<file path="config.mk">
export PLATFORM = sky130hd
export DESIGN_NAME = mips_run_monitor
export DESIGN_NICKNAME = d
export VERILOG_FILES = /design/src/rtl/mips_run_monitor_pkg.sv /design/src/rtl/mips_run_monitor_sat_counter.sv /design/src/rtl/mips_run_monitor.sv
export SDC_FILE = /design/constraint.sdc
export NUM_CORES = 1
export LEC_CHECK = 0
export CORE_AREA = 3 3 140 142
export DETAILED_ROUTE_END_ITERATION = 12
export DIE_AREA = 0 0 143 145
export GPL_TIMING_DRIVEN = 0
export SLEW_MARGIN = 25
export SYNTH_ARGS = -nofsm -noshare
export SYNTH_HDL_FRONTEND = slang
export SYNTH_SLANG_ARGS = --single-unit
export TNS_END_PERCENT = 50
</file>
<file path="constraint.sdc">
create_clock -name CLK -period 1.7 [get_ports CLK]
set_input_delay 0.17 -clock CLK [delete_from_list [all_inputs] [get_ports CLK]]
set_output_delay 0.17 -clock CLK [all_outputs]
set_load 0.1 [all_outputs]
</file>
<file path="src/rtl/mips_run_monitor_pkg.sv">
// Shared definitions for the MIPS run monitor: run-state encoding and
// default mailbox/verdict constants.
package mips_tb_pkg;

    localparam int unsigned DATA_W = 32;

    localparam logic [31:0] MAILBOX_ADDR_DEF = 32'h0000_0054;
    localparam logic [31:0] PASS_VALUE_DEF   = 32'h0000_0007;

    typedef enum logic [1:0] {
        S_IDLE = 2'b00,
        S_HOLD = 2'b01,
        S_RUN  = 2'b10,
        S_DONE = 2'b11
    } run_state_t;

endpackage

</file>
<file path="src/rtl/mips_run_monitor_sat_counter.sv">
// Up-counter with synchronous clear and enable that sticks at all-ones.
module sat_counter #(
    parameter int unsigned W = 8
) (
    input  logic         clk,
    input  logic         clr,
    input  logic         en,
    output logic [W-1:0] q
);

    always_ff @(posedge clk) begin
        if (clr) begin
            q <= '0;
        end else if (en && (q != '1)) begin
            q <= q + 1'b1;
        end
    end

endmodule

</file>
<file path="src/rtl/mips_run_monitor.sv">
// Run controller for the single-cycle MIPS core: sequences core reset, counts
// RUN cycles and data writes, and latches PASS/FAIL/TIMEOUT on a mailbox write.
module mips_run_monitor #(
    parameter int unsigned          DATA_W       = mips_tb_pkg::DATA_W,
    parameter int unsigned          CNT_W        = 24,
    parameter int unsigned          RST_CYCLES   = 4,
    parameter int unsigned          MAX_CYCLES   = 10000,
    parameter logic [DATA_W-1:0]    MAILBOX_ADDR = DATA_W'(mips_tb_pkg::MAILBOX_ADDR_DEF),
    parameter logic [DATA_W-1:0]    PASS_VALUE   = DATA_W'(mips_tb_pkg::PASS_VALUE_DEF)
) (
    input  logic              CLK,
    input  logic              reset,
    input  logic              start,
    input  logic              MemWrite,
    input  logic [DATA_W-1:0] ALUresult,
    input  logic [DATA_W-1:0] WriteDataMem,
    output logic              core_reset,
    output logic              running,
    output logic              done,
    output logic              pass,
    output logic              timeout,
    output logic [CNT_W-1:0]  cycle_count,
    output logic [CNT_W-1:0]  write_count,
    output logic [DATA_W-1:0] last_addr,
    output logic [DATA_W-1:0] last_data
);

    import mips_tb_pkg::*;

    localparam logic [CNT_W-1:0] HOLD_LAST = CNT_W'(RST_CYCLES - 1);
    localparam logic [CNT_W-1:0] TMO_LAST  = CNT_W'(MAX_CYCLES - 1);

    run_state_t       state;
    logic [CNT_W-1:0] hold_q;
    logic             arm;
    logic             clr;
    logic             in_run;
    logic             hit;

    always_comb begin
        arm    = start && ((state == S_IDLE) || (state == S_DONE));
        clr    = reset || arm;
        in_run = (state == S_RUN);
        hit    = MemWrite && (ALUresult == MAILBOX_ADDR);
    end

    // Hold counter counts up from 0 to RST_CYCLES-1, equivalent to a load-and-decrement.
    sat_counter #(.W(CNT_W)) u_hold_cnt (
        .clk (CLK),
        .clr (clr),
        .en  (state == S_HOLD),
        .q   (hold_q)
    );

    sat_counter #(.W(CNT_W)) u_cycle_cnt (
        .clk (CLK),
        .clr (clr),
        .en  (in_run),
        .q   (cycle_count)
    );

    sat_counter #(.W(CNT_W)) u_write_cnt (
        .clk (CLK),
        .clr (clr),
        .en  (in_run && MemWrite),
        .q   (write_count)
    );

    always_ff @(posedge CLK) begin
        if (reset) begin
            state      <= S_IDLE;
            core_reset <= 1'b1;
            running    <= 1'b0;
            done       <= 1'b0;
            pass       <= 1'b0;
            timeout    <= 1'b0;
            last_addr  <= '0;
            last_data  <= '0;
        end else begin
            case (state)
                S_IDLE, S_DONE: begin
                    if (start) begin
                        state      <= S_HOLD;
                        core_reset <= 1'b1;
                        running    <= 1'b0;
                        done       <= 1'b0;
                        pass       <= 1'b0;
                        timeout    <= 1'b0;
                        last_addr  <= '0;
                        last_data  <= '0;
                    end
                end
                S_HOLD: begin
                    if (hold_q == HOLD_LAST) begin
                        state      <= S_RUN;
                        core_reset <= 1'b0;
                        running    <= 1'b1;
                    end
                end
                S_RUN: begin
                    if (MemWrite) begin
                        last_addr <= ALUresult;
                        last_data <= WriteDataMem;
                    end
                    // A mailbox hit takes priority over the final timeout cycle.
                    if (hit || (cycle_count == TMO_LAST)) begin
                        state      <= S_DONE;
                        core_reset <= 1'b1;
                        running    <= 1'b0;
                        done       <= 1'b1;
                        pass       <= hit && (WriteDataMem == PASS_VALUE);
                        timeout    <= !hit;
                    end
                end
                default: state <= S_IDLE;
            endcase
        end
    end

endmodule

</file>
# Word level (Yosys, flattened, before mapping)
# Cells that the tools add are included.
[classes]
addsub = 3
eq_ne = 14
mux = 22
reduce_logical = 17
[ops]
columns = ["operator", "count"]
rows = [
  ["32-bit case mux with 2 select lines", 2],
  ["32-bit 2-to-1 mux", 3],
  ["24-bit by 1-bit adder with 24-bit output (second input constant)", 3],
  ["24-bit inequality test (second input constant)", 3],
  ["32-bit by 3-bit == test with 1-bit output (second input constant)", 1],
  ["32-bit by 7-bit == test with 1-bit output (second input constant)", 1],
  ["24-bit by 14-bit == test with 1-bit output (second input constant)", 1],
  ["24-bit by 2-bit == test with 1-bit output (second input constant)", 1],
  ["3-bit AND reduction", 3],
  ["1-bit 2-to-1 mux", 8],
  ["1-bit logical AND", 7],
  ["2-bit 2-to-1 mux", 3],
  ["2-bit inequality test (second input constant)", 3],
  ["1-bit case mux with 2 select lines", 3],
  ["1-bit case mux with 3 select lines", 2],
  ["2-bit case mux with 3 select lines", 1],
  ["2-bit == test (second input constant)", 2],
  ["1-bit logical OR", 3],
  ["2-bit by 1-bit == test with 1-bit output (second input constant)", 1],
  ["2-bit logical NOT", 1],
  ["2-bit by 1-bit inequality test with 1-bit output (second input constant)", 1],
  ["2-bit nonzero test", 1],
  ["2-bit OR reduction", 1],
  ["1-bit logical NOT", 1],
]
[word_totals]
reg_bits = 143
inputBits = 68
output_inout_bits = 117
elab_cells = 67

# Logic depth before layout (Yosys ltp)
# Gate-level depths: netlist (run 1).
[logic_depth]
depth_word = 5
ltp_mapped = 8
depth_no_buf = 7

# Cells and area by module
# From an unflattened synthesis (run 1), not the netlist that was laid out.
[hier_totals]
hier_cells = 740
area_unflattened_um2 = 6690.2
[by_module_without_submodules]
columns = ["mod", "instances", "cells_each", "area_per_inst_um2", "seq_area_each_um2"]
rows = [
  ["mips_run_monitor", 1, 314, 2954.1, 1421.4],
  ["sat_counter at u_cycle_cnt ...", 2, 141, 1204.9, 480.5],
  ["sat_counter at u_write_cnt", 1, 144, 1326.3, 480.5],
]

# Worst setup path after synthesis (run 1)
# Ideal clock, no wire load.
[synth_path]
path_type = "flip-flop to flip-flop"
from = "register u_cycle_cnt.q[10]"
to = "register u_cycle_cnt.q[23]"
setup_time_ps = 70
arrival_ps = 2546
t_required_ps = 1630
path_slack_ps = -917
path_stages_with_launch = 8
path_buffers = 2
synth_period_minus_slack_ps = 2617
cell_sequence = "dfxtp_1 and3_1 buf_6 nand4_4 buf_6 or3_1 or3_1 a21oi_1"
[synth_via]
elab_chain_cells = 2
elab_cells_between_ends = 3
cone_classes = "1 x add/sub; 1 x eq/ne; 1 x reduce/logical"
[synth_lines]
columns = ["element", "line_no", "text"]
rows = [
  ["start, declared", "mips_run_monitor_sat_counter.sv:8", "output logic [W-1:0] q"],
  ["start signal, assigned", "mips_run_monitor_sat_counter.sv:15", "q <= q + 1'b1;"],
  ["parallel branches: the longest is 2 deep, another holds 24-bit by 1-bit adder with 24-bit output", "n/a", ""],
]
# Parallel ways; which one is timed is not known.
# A chain may end at the register's enable or synchronous reset.

# Worst setup path after layout (run 1)
[layout_path]
from = "register state[0]"
to = "register u_write_cnt.q[22]"
[layout_via]
elab_cells_between_ends = 8
cone_classes = "2 x eq/ne; 6 x reduce/logical"
[layout_lines]
columns = ["element", "line_no", "text"]
rows = [
  ["start, declared", "mips_run_monitor.sv:33", "run_state_t state;"],
  ["start signal, assigned", "mips_run_monitor.sv:71", "state <= S_IDLE;"],
  ["start signal, assigned", "mips_run_monitor.sv:83", "state <= S_HOLD;"],
  ["start signal, assigned", "mips_run_monitor.sv:95", "state <= S_RUN;"],
  ["2-bit == test", "mips_run_monitor.sv:43", "in_run = (state == S_RUN);"],
  ["net in_run", "mips_run_monitor.sv:37", "logic in_run;"],
  ["1-bit logical AND", "mips_run_monitor.sv:65", ".en (in_run && MemWrite),"],
  ["1-bit logical AND", "mips_run_monitor_sat_counter.sv:14", "end else if (en && (q != '1)) begin"],
  ["end signal, assigned", "mips_run_monitor_sat_counter.sv:15", ""],
  ["end, declared", "mips_run_monitor_sat_counter.sv:8", ""],
]
# The timed path passes the listed nets, and every way through them passes these cells.

==> results of run 1 <==
-- worst min-delay path, delay by kind of cell --
kind | cells | cell delay [ps]
AO/OA/AOI/OAI | 1 | 90
buffers and inverters | 1 | 140
AND/OR/NAND/NOR | 1 | 80
-- repair_timing --
item                                    in CTS  in global routing
cloned                                       1                  3
resized for setup                          460                123
buffers inserted                            36                 39
hold buffers                                 0                  0
pin swaps                                   43                 60
endpoints found under the setup margin     260                139
-- sequential cells by signal, summed over array words and instances (netlist names) --
signal         cells
u_hold_cnt.q      24
timeout            1
state              2
core_reset         1
u_write_cnt.q     24
running            1
last_data         32
u_cycle_cnt.q     24
last_addr         32
pass               1
done               1
-- worst min-delay path by stage --
stage	startpoint	end	slack, ps
after CTS	ALUresult[1]	last_addr[1]	380
after detailed placement	running	running	470
after global placement	u_hold_cnt.q[1]	u_hold_cnt.q[1]	470
final	ALUresult[24]	last_addr[24]	90
after global routing	ALUresult[24]	last_addr[24]	130
after floorplan	ALUresult[0]	last_addr[0]	320
-- per-layer routing --
metal  vias to the layer above  wire, um
met5                         -         0
met3                        32       764
met1                      3342     10300
li1                       3383         -
met2                       146     11000
met4                         0       437
-- logic make-up after synthesis --
group,after synthesis
and+or+nand+nor,332
muxes,5
xor gates and xnor gates,25
DFF,143
AOI/OAI and AO/OA,187
adders and majority gates,6
buffers and inverters,48
-- area by class of cell --
| type | instances | share of cell area (%) |
|---|---|---|
| Antenna cell | 1 | 0.0229 |
| Inverter | 8 | 0.355 |
| Clock inverter | 14 | 1.24 |
| Multi-Input combinational cell | 556 | 37.3 |
| Tap cell | 234 | 2.68 |
| Sequential cell | 143 | 28.0 |
| Clock buffer | 18 | 3.93 |
| Buffer | 35 | 2.56 |
| Timing Repair Buffer | 262 | 23.9 |
-- per-stage QoR --
stage	utilization (%)	setup slack, ps	hold slack (ps)	setup TNS [ps]	area [um2]
6_report	58.7	-94.6	88.5	-1970	10900
5_1_grt	58.7	-159	129	-9610	10900
4_1_cts	55.0	-97.6	376	-1010	10200
3_5_place_dp	47.8	-1030	467	-63640	8880
2_1_floorplan	-	-298	318	-5760	6740
3_3_place_gp	47.8	-998	468	-64170	8880
-- synth_stat cells (all sizes together), types with 10 or more instances --
master  instances
dfxtp         143
xnor2          15
nand4          23
clkbuf         27
xor2           10
buf            13
nor3           10
nor2          111
or3            27
and2           10
and3           16
nor4           29
a22oi          64
o21ai          34
and4           14
nand3          27
nand2          43
a21oi          39
-- power groups by stage --
stage | Clock [W] | Sequential, W | Combinational (W)
final | 0.00356 | 0.00357 | 0.00392
after global routing | 0.00379 | 0.00359 | 0.00415
after CTS | 0.00365 | 0.00357 | 0.00328
after detailed placement | 0 | 0.00361 | 0.00289
after global placement | 0 | 0.00361 | 0.00289
after floorplan | 0 | 0.00445 | 0.00114
-- layout by cell type (no fill, tap or decap), types with 16 or more instances in the layout --
| master | count |
|---|---|
| dfxtp_2 | 19 |
| dfxtp_1 | 80 |
| nand3_1 | 23 |
| buf_6 | 19 |
| a21oi_1 | 29 |
| clkdlybuf4s50_1 | 65 |
| clkbuf_16 | 17 |
| or3_1 | 23 |
| dfxtp_4 | 44 |
| nand4_1 | 21 |
| nor2_1 | 111 |
| clkdlybuf4s15_2 | 116 |
| a22oi_1 | 41 |
| nor4_1 | 18 |
| buf_4 | 75 |
| a22oi_2 | 23 |
| nand2_1 | 39 |
| o21ai_0 | 16 |
==> results.md, run 1 <==
* Seq pwr share at between 30% and 40%
* WP data required at approximately 2100 ps
* DR vias at slightly below 7,000
* Synth Area in Compound Gates at 19.8%
* Syn_nets at between 800 and 900
* Largest cells by area after synthesis: dfxtp_1 (45%), a22oi_1 (7.5%), nor2_1 (6.5%)
* Crit path max fanout at 6
* CP max-delay cell: or3_1
* Root buffer cell: clkbuf_16
* Router iterations before antenna repair at 5
* Startpoint types: flip-flop
* Sw Share at between 30 and 40%
* Full die area at about 21,000 um2
* Critical Path AT at 2150 ps
* Gr usage total at between 20 and 25%
* Post-synth EDFFs at 0
* Status: complete, but fails checks
* Final hold vios at 0
* Met2 GRT Util at between 30 and 40%
* Top delay family on crit path: simple AND/OR/NAND/NOR gates
* Failing checks: negative setup slack
* DR iter-0 viols at 432
* Post-synthesis xor/xnor area fraction at under 10%
* Simple-Gate Fraction of Synth Area at between 20% and 30%
* H-tree depth at 4
* Sw power at around 0.0042 W
* Adder-cell share of the synthesized area at about 1.2%
* Top-Level Pins at 185
* Clock share of power at 32.2%
* Clk_skew at roughly 8.6 ps
* Lkg Pwr at 3.82 nW
* Post-synthesis mux area share at less than 1%
* Largest net degree at the start of global routing at 17
* R2R Path End: u_write_cnt.q[22]
* Cell Pwr Density at 1010 nW/um2
* Min cycle time layout at approximately 1800 ps
* First-pass GRT wire length at 34,500 um
* Yosys top cell area share at roughly 45%
* Top Usage Layer GRT: met2
* Proportion of layout cells with a drive suffix above 1 at approximately 43%
* Worst path most repeated cell: and2_4
* Synth warn at 0
* DRT Wirelength at 22,500 um
* Slew headroom at between 60% and 70%
* Register area at 3050 um2
* Post-synth top flop: dfxtp_1
* Buffers on Ports at approximately 180
* Die width at approximately 140 um
* Die height at ~150 um
* Critical Path Source: state[0]
* Async SR Flop Fraction at 0%
* Comb pwr share at between 30% and 40%
* Cell total after placement at approximately 1,200
* Antenna Nets Post-Route at 0
* CTS clk-pin slew, worst paths at approximately 60 ps
* Critical path depth at 7
* Fmax at 557 MHz
* Mapped cell area at roughly 6400 um2
* M3 GR Usage at 4.52%
* CP endpoint: u_write_cnt.q[22]
* Multi-input logic area at 4070 um2
* Num CTS Buffers at 17
* Post-synthesis sequential area ratio at 44.6%
* Gp weighted congestion at around 0.82
* Met1 Use GR at ~28%
* CTS Sinks at 143
* RSZ-0062 raised after global routing: yes
* Total internal power at 0.00690 W
* VDD IR max at around 770 uV
* Wire per inst at 17.7 um
* Post-synth top area cell: dfxtp_1
* Worst-case clock buffer depth at 2
* Skew-Pair Late Insertion Delay at ~430 ps
* Filler-free cell count of the finished design at roughly 1,300
* Fin nets at around 1,100
* Slew @ Worst Pin at ~600 ps
* Placement row count at 50
* Antenna violations before repair at 0
* Initial core utilization at between 30% and 40%
* Drt via density at approximately 5.4
* Area of the core at approximately 19,000 um2
* Post-Synthesis Cells at between 700 and 800
* Flops & latches, synth at between 100 and 150
* Fin. max-slew vios at 0
* TritonCTS clock tree: yes
* Post-DP HPWL at 15,300 um
* Layout area overhead at 70.0%
* Largest stage delay, worst path at between 400 and 500 ps
* Total power at 0.0111 W
* Number of global-route vias before repair at around 6,300
* R2R Setup Slk at -90 ps
* Critical Path End Type: flip-flop
* Largest family of logic cells by synthesized area: simple AND/OR/NAND/NOR gates
* Number of max-cap violations at 0
* GRT overflow at 0
* Hold depth at 3
* Reg2reg start: state[0]
* Kind of critical path: reg2reg
* Setup Viol. Count Final at 74
* CP Buf/Inv Count at 1
* DRC viols at 0
* FILL cells at roughly 1,600
* Hold Path Class: in2reg
* Crit path cell chain: inv_4 -> ha_4 -> and2_4 -> and2_4 -> nand4_1 -> or3_1 -> a21oi_2
* Synth unique cells at 51
* Setup ws final at -94.6 ps
* Final period utilization at 106%
* Worst R2R Path Depth at 7
* Syn_area_per_cell at 8.60 um2
No activity file was read; power rests on OpenSTA's default activity.
==> inputs of run 2 (changes only) <==
--- a/config.mk
+++ b/config.mk
@@ -8,7 +8,8 @@
 export CORE_AREA = 3 3 140 142
 export DETAILED_ROUTE_END_ITERATION = 12
 export DIE_AREA = 0 0 143 145
-export GPL_TIMING_DRIVEN = 0
+export GPL_TIMING_DRIVEN = 1
+export PLACE_DENSITY_LB_ADDON = 0.08
 export SLEW_MARGIN = 25
 export SYNTH_ARGS = -nofsm -noshare
 export SYNTH_HDL_FRONTEND = slang
==> constraint.sdc (replaced) <==
create_clock -name CLK -period 1.7 [get_ports CLK]
set_input_delay 0.17 -clock CLK [delete_from_list [all_inputs] [get_ports CLK]]
set_output_delay 0.17 -clock CLK [all_outputs]
set_load 0.05 [all_outputs]
==> run 2 against run 1 <==
The flow still finishes with violations (negative setup slack). Clock power increased by 11%. Clock skew about the same. Die area unchanged. Cell area decreased by 0.81%. Critical path type unchanged. Largest cell class unchanged.
==> results.md, run 2 (synthesized netlist as in run 1, its figures left out) <==
* Status: complete, but fails checks
* Failing checks: negative setup slack
* RSZ-0062 raised after global routing: yes
* Layout area overhead at 68.6%
* Most frequent cells in the layout: buf_4 (237), nor2_1 (111), dfxtp_1 (83)
* Number of global-route vias before repair at 7,033 (+11%)
* Fin nets at 1,157 (+5.5%)
* Hold Buf Count CTS at 0 (unchanged)
* TritonCTS clock tree: yes
* Fin area at 10,800 um2 (-0.81%)
* Post-DP HPWL at 16,200 um (+6.2%)
* Registers with the most flip-flops: last_addr x32, last_data x32
* Cell Pwr Density at 981 nW/um2 (-3.1%)
* Die height at 145 um (unchanged)
* GRT overflow at 0 (unchanged)
* Hold Path Class: in2reg
* Skew-Pair Late Insertion Delay at 410 ps (-20 ps)
* Fmax at 566 MHz (+1.5%)
* Largest net degree at the start of global routing at 74 (+57)
* Worst-case clock buffer depth at 2 (unchanged)
* DR iter-0 viols at 342 (-21%)
* Setup Viol. Count Final at 15 (-80%)
* Number of max-cap violations at 0 (unchanged)
* CTS Sinks at 143 (unchanged)
* Final hold vios at 0 (unchanged)
* Total power at 0.0106 W (-3.9%)
* Gr usage total at 20.5% (-0.098 points)
* VDD IR max at 951 uV (+23%)
* Min cycle time layout at 1770 ps (-26.4 ps)
* Startpoint types: flip-flop
* DRT Wirelength at 21,900 um (-2.8%)
* Placement row count at 50 (unchanged)
* Area of the core at 18,600 um2 (unchanged)
* Setup ws final at -68.2 ps (+26.4 ps)
* WP data required at 2000 ps (-50 ps)
* Crit path max fanout at 5 (-1)
* Kind of critical path: reg2reg
* CTS clk-pin slew, worst paths at 60 ps (about the same)
* Num CTS Buffers at 17 (unchanged)
* Gp weighted congestion at 0.869 (+6.5%)
* Die width at 143 um (unchanged)
* Wire per inst at 16.5 um (-7.1%)
* Antenna Nets Post-Route at 0 (unchanged)
* Top-Level Pins at 185 (unchanged)
* DRC viols at 0 (unchanged)
* Final period utilization at 104% (-1.6 points)
* First-pass GRT wire length at 35,000 um (+1.7%)
* Lkg Pwr at 4.40 nW (+15%)
* Commonest non-fill, non-tap cell in the layout: buf_4
* Clk_skew at 9.02 ps (+0.436 ps)
* Buffers on Ports at 184 (unchanged)
* Critical Path AT at 2070 ps (-80 ps)
* Critical Path End Type: flip-flop
* # diodes at 0 (-1)
* Slew @ Worst Pin at 515 ps (-72.6 ps)
* Root buffer cell: clkbuf_16
* Drt via density at 5.33 (-1.8%)
* H-tree depth at 4 (unchanged)
* Post-DP Area at 9620 um2 (+8.4%)
* Initial core utilization at 34.5% (unchanged)
* Slew headroom at 65.8% (+4.8 points)
* DR vias at 7,092 (+2.7%)
* Proportion of layout cells with a drive suffix above 1 at 41.8% (-1.1 points)
* Antenna violations before repair at 2 (+2)
* Fin. max-slew vios at 0 (unchanged)
* Full die area at 20,700 um2 (unchanged)
* Router iterations before antenna repair at 5 (unchanged)
## run 2: area by class of cell
type                       count  area [um2]
inverter                       8        30.0
multi-input combinational    555        3830
clock inverter                12         154
clock buffer                  20         478
timing repair buffer         358        3020
tap                          234         293
fill                        1625        7760
sequential                   143        3020
## run 2: per-stage QoR
step           instances  TNS [ps]  utilization [%]  setup WS [ps]  hold WS (ps)
5_1_grt             1330     -2860             58.3           -139           265
3_5_place_dp        1276    -12360             51.8           -641           472
3_3_place_gp        1276     -9950             51.8           -646           469
4_1_cts             1322      -702             56.8          -74.4           245
6_report            1330      -551             58.3          -68.2           250
2_1_floorplan        746      -812                -           -168           318
## run 2: final timing paths
check,start,endpoint,slack [ps],depth (start not counted)
max,u_hold_cnt.q[4],u_hold_cnt.q[6],-70,6
min,reset,u_cycle_cnt.q[1],250,5
max reg2reg,u_hold_cnt.q[4],u_hold_cnt.q[6],-70,6
min reg2reg,done,done,490,2
## run 2: what timing repair did
item | CTS | global route
setup buffers | 15 | 7
setup endpoints to repair | 162 | 73
cloned | 0 | 1
pin swaps | 46 | 42
resized for setup | 97 | 69
## run 2: critical path, stage by stage (launching register included)
cell,delay [ps]
dfxtp_1,390
nand3_1,210
or3_4,450
a31oi_4,290
buf_4,170
xnor2_1,100
nor2_1,50
## run 2: power breakdown
group          leakage, nW  internal (W)  switching, W  total, W
registers             1.19       0.00347     0.0000989   0.00357
logic                 2.90       0.00129       0.00182   0.00310
clock network        0.312       0.00248       0.00147   0.00395
total                 4.40       0.00724       0.00338    0.0106
## run 2: routing by layer
metal  vias to the layer above  routed length (um)  GRT usage (%)  share of wire, %
met5                         -                  23              0              0.11
met4                         4                 594           7.89               2.7
met3                        44                 959           4.81               4.4
met2                       165               11000           34.0                50
met1                      3402                9350           25.8                43
li1                       3477                   -              -                 -
==> inputs of run 3 (changes only) <==
--- a/config.mk
+++ b/config.mk
@@ -5,9 +5,9 @@
 export SDC_FILE = /design/constraint.sdc
 export NUM_CORES = 1
 export LEC_CHECK = 0
-export CORE_AREA = 3 3 140 142
+export CORE_AREA = 3 3 128 155
 export DETAILED_ROUTE_END_ITERATION = 12
-export DIE_AREA = 0 0 143 145
+export DIE_AREA = 0 0 131 158
 export GPL_TIMING_DRIVEN = 1
 export PLACE_DENSITY_LB_ADDON = 0.08
 export SLEW_MARGIN = 25
==> constraint.sdc (replaced) <==
create_clock -name CLK -period 1.7 [get_ports CLK]
set_input_delay 0.17 -clock CLK [delete_from_list [all_inputs] [get_ports CLK]]
set_output_delay 0.17 -clock CLK [all_outputs]
set_load 0.01 [all_outputs]
==> run 3 against run 2 <==
The flow still finishes with violations (negative setup slack). Sequential cell count unchanged. Cell area up 9.2%. Critical endpoint is now u_cycle_cnt.q[0]. Sequential share of layout area down 3.2 points. Largest power group unchanged. Register-to-register slack worse by 80 ps. Core utilization up 6.3 points. Clock skew about the same.
==> results.md, run 3 (synthesized netlist as in run 1, its figures left out) <==
* Status: complete, but fails checks
* Failing checks: negative setup slack
* CTS clk-pin slew, worst paths at 60 ps (about the same)
* H-tree depth at 4 (unchanged)
* Initial core utilization at 35.1% (+0.51 points)
* Drt via density at 5.32 (-0.31%)
* Lkg Pwr at 4.57 nW (+3.7%)
* Largest net degree at the start of global routing at 58 (-22%)
* Critical Path AT at 2150 ps (+80 ps)
* FILL cells at 1,505 (-7.4%)
* Final hold vios at 0 (unchanged)
* Wire per inst at 17.2 um (+4.2%)
* Number of global-route vias before repair at 7,405 (+5.3%)
* Critical Path End Type: flip-flop
* Reg2reg start: u_cycle_cnt.q[20]
* Buffers on Ports at 184 (unchanged)
* Registers with the most flip-flops: last_addr x32, last_data x32
* Full die area at 20,700 um2 (-0.18%)
* Antenna violations before repair at 0 (-2)
* Worst-case clock buffer depth at 2 (unchanged)
* CTS Sinks at 143 (unchanged)
* Kind of critical path: reg2reg
* Slew @ Worst Pin at 628 ps (+112 ps)
* Root buffer cell: clkbuf_16
* Crit path max fanout at 7 (+2)
* Setup ws final at -149 ps (-80.6 ps)
* Hold Path Class: in2reg
* Fin. max-slew vios at 0 (unchanged)
* R2R Setup Slk at -150 ps (-80 ps)
* Fin area at 11,800 um2 (+9.2%)
* Top-Level Pins at 185 (unchanged)
* Startpoint types: flip-flop
* Die width at 131 um (-8.4%)
* Hold_sp: ALUresult[1]
* Cell total after placement at 1,317 (+3.2%)
* Post-DP Area at 9830 um2 (+2.2%)
* Final period utilization at 109% (+4.7 points)
* Critical Path Source: u_cycle_cnt.q[20]
* Hold Buf Count CTS at 0 (unchanged)
* Antenna Nets Post-Route at 0 (unchanged)
* Area of the core at 18,300 um2 (-1.5%)
* GRT overflow at 0 (unchanged)
* Fmax at 541 MHz (-4.4%)
* # diodes at 0 (unchanged)
* Gr usage total at 21.0% (+0.41 points)
* Filler-free cell count of the finished design at 1,386 (+4.2%)
* DRT Wirelength at 23,800 um (+8.6%)
* Worst R2R Path Depth at 7 (+1)
* WP data required at 2000 ps (about the same)
* DR vias at 7,368 (+3.9%)
* VDD IR max at 756 uV (-20%)
* TritonCTS clock tree: yes
* CP endpoint: u_cycle_cnt.q[0]
* Commonest non-fill, non-tap cell in the layout: buf_4
* Fin nets at 1,195 (+3.3%)
* Most frequent cells in the layout: buf_4 (177), clkdlybuf4s50_1 (167), nor2_1 (109), dfxtp_1 (109), a22oi_2 (41)
* Post-DP HPWL at 16,300 um (+0.87%)
* Setup Viol. Count Final at 51 (+36)
* Number of max-cap violations at 0 (unchanged)
* Clk_skew at 9.02 ps (+0.00464 ps)
* Layout area overhead at 84.2%
* Gp weighted congestion at 0.856 (-1.6%)
* Skew-Pair Late Insertion Delay at 420 ps (about the same)
* Die height at 158 um (+9.0%)
* DRC viols at 0 (unchanged)
* RSZ-0062 raised after global routing: yes
* Slew headroom at 58.1% (-7.6 points)
* First-pass GRT wire length at 35,400 um (+1.2%)
* Proportion of layout cells with a drive suffix above 1 at 39.9% (-1.8 points)
* Router iterations before antenna repair at 8 (+3)
* Cell Pwr Density at 974 nW/um2 (-0.71%)
* R2R Path End: u_cycle_cnt.q[0]
* Placement row count at 54 (+8.0%)
* DR iter-0 viols at 390 (+14%)
* Min cycle time layout at 1850 ps (+80.6 ps)
* Num CTS Buffers at 17 (unchanged)
run 3: cell count changes in the layout (fill, tap and decap cells not counted), sizes merged:
cell,delta
clkdlybuf4s50,+101
buf,-52
dlygate4sd2,-28
dlymetal6s2s,+11
clkbuf,+4
inv,+2
bufinv,+1
clkinv,-1
run 3: layout make-up:
| type | instances | area (um2) | share of cell area, % |
|---|---|---|---|
| clock buffers | 18 | 439 | 3.72 |
| clock inverters | 14 | 205 | 1.74 |
| inverters | 8 | 30.0 | 0.254 |
| multi-input cells | 555 | 4210 | 35.6 |
| flip-flops and latches | 143 | 2920 | 24.7 |
| well taps | 252 | 315 | 2.67 |
| repair buffers | 396 | 3700 | 31.3 |
run 3: worst min-delay path by stage:
stage / end / slack (ps) / depth (start not counted)
3_5_place_dp: done / 480 / 2
3_3_place_gp: running / 470 / 2
6_report: last_addr[1] / 50 / 3
4_1_cts: last_data[13] / 210 / 3
2_1_floorplan: last_addr[0] / 320 / 2
5_1_grt: last_addr[1] / 60 / 3
run 3: per-stage QoR:
step                setup TNS [ps]  power [W]  worst slack [ps]  utilization [%]  hold WS (ps)
floorplan                     -838    0.00487             -59.8                -           318
global placement            -13260    0.00624              -614             53.7           467
detailed placement          -17590    0.00629              -642             53.7           477
CTS                           -623     0.0106             -72.0             59.4           209
global route                 -8430     0.0120              -241             64.6          60.7
finish                       -2360     0.0115              -149             64.6          52.5
run 3: metal layers:
layer	part of all wire, %	vias to the layer above	routed length (um)	track usage [%]
li1	-	3549	-	-
met1	41	3550	9720	25.0
met2	52	220	12300	37.1
met3	4.9	49	1160	3.75
met4	2.5	0	594	7.89
met5	0	-	0	0
run 3: power breakdown:
| part | internal [W] | switching (W) | leakage (nW) | total (W) |
|---|---|---|---|---|
| clock network | 0.00253 | 0.00153 | 0.314 | 0.00406 |
| registers | 0.00351 | 0.000111 | 1.17 | 0.00362 |
| logic | 0.00201 | 0.00183 | 3.08 | 0.00384 |
run 3: what timing repair did:
action                                 4_1_cts  5_1_grt
buffers inserted                            18       13
pin swaps                                   33       84
setup endpoints to repair                  130      134
gates cloned                                 0        7
endpoints found under the hold margin        0        0
gates resized for setup                     73      181
run 3: worst max-delay path: stages (launching register included):
cell and delay [ps]:
dfxtp_2 350, buf_6 120, nand4_1 180, or3_4 480, o31ai_4 190, buf_6 170, xor2_1 170, nor2_1 70
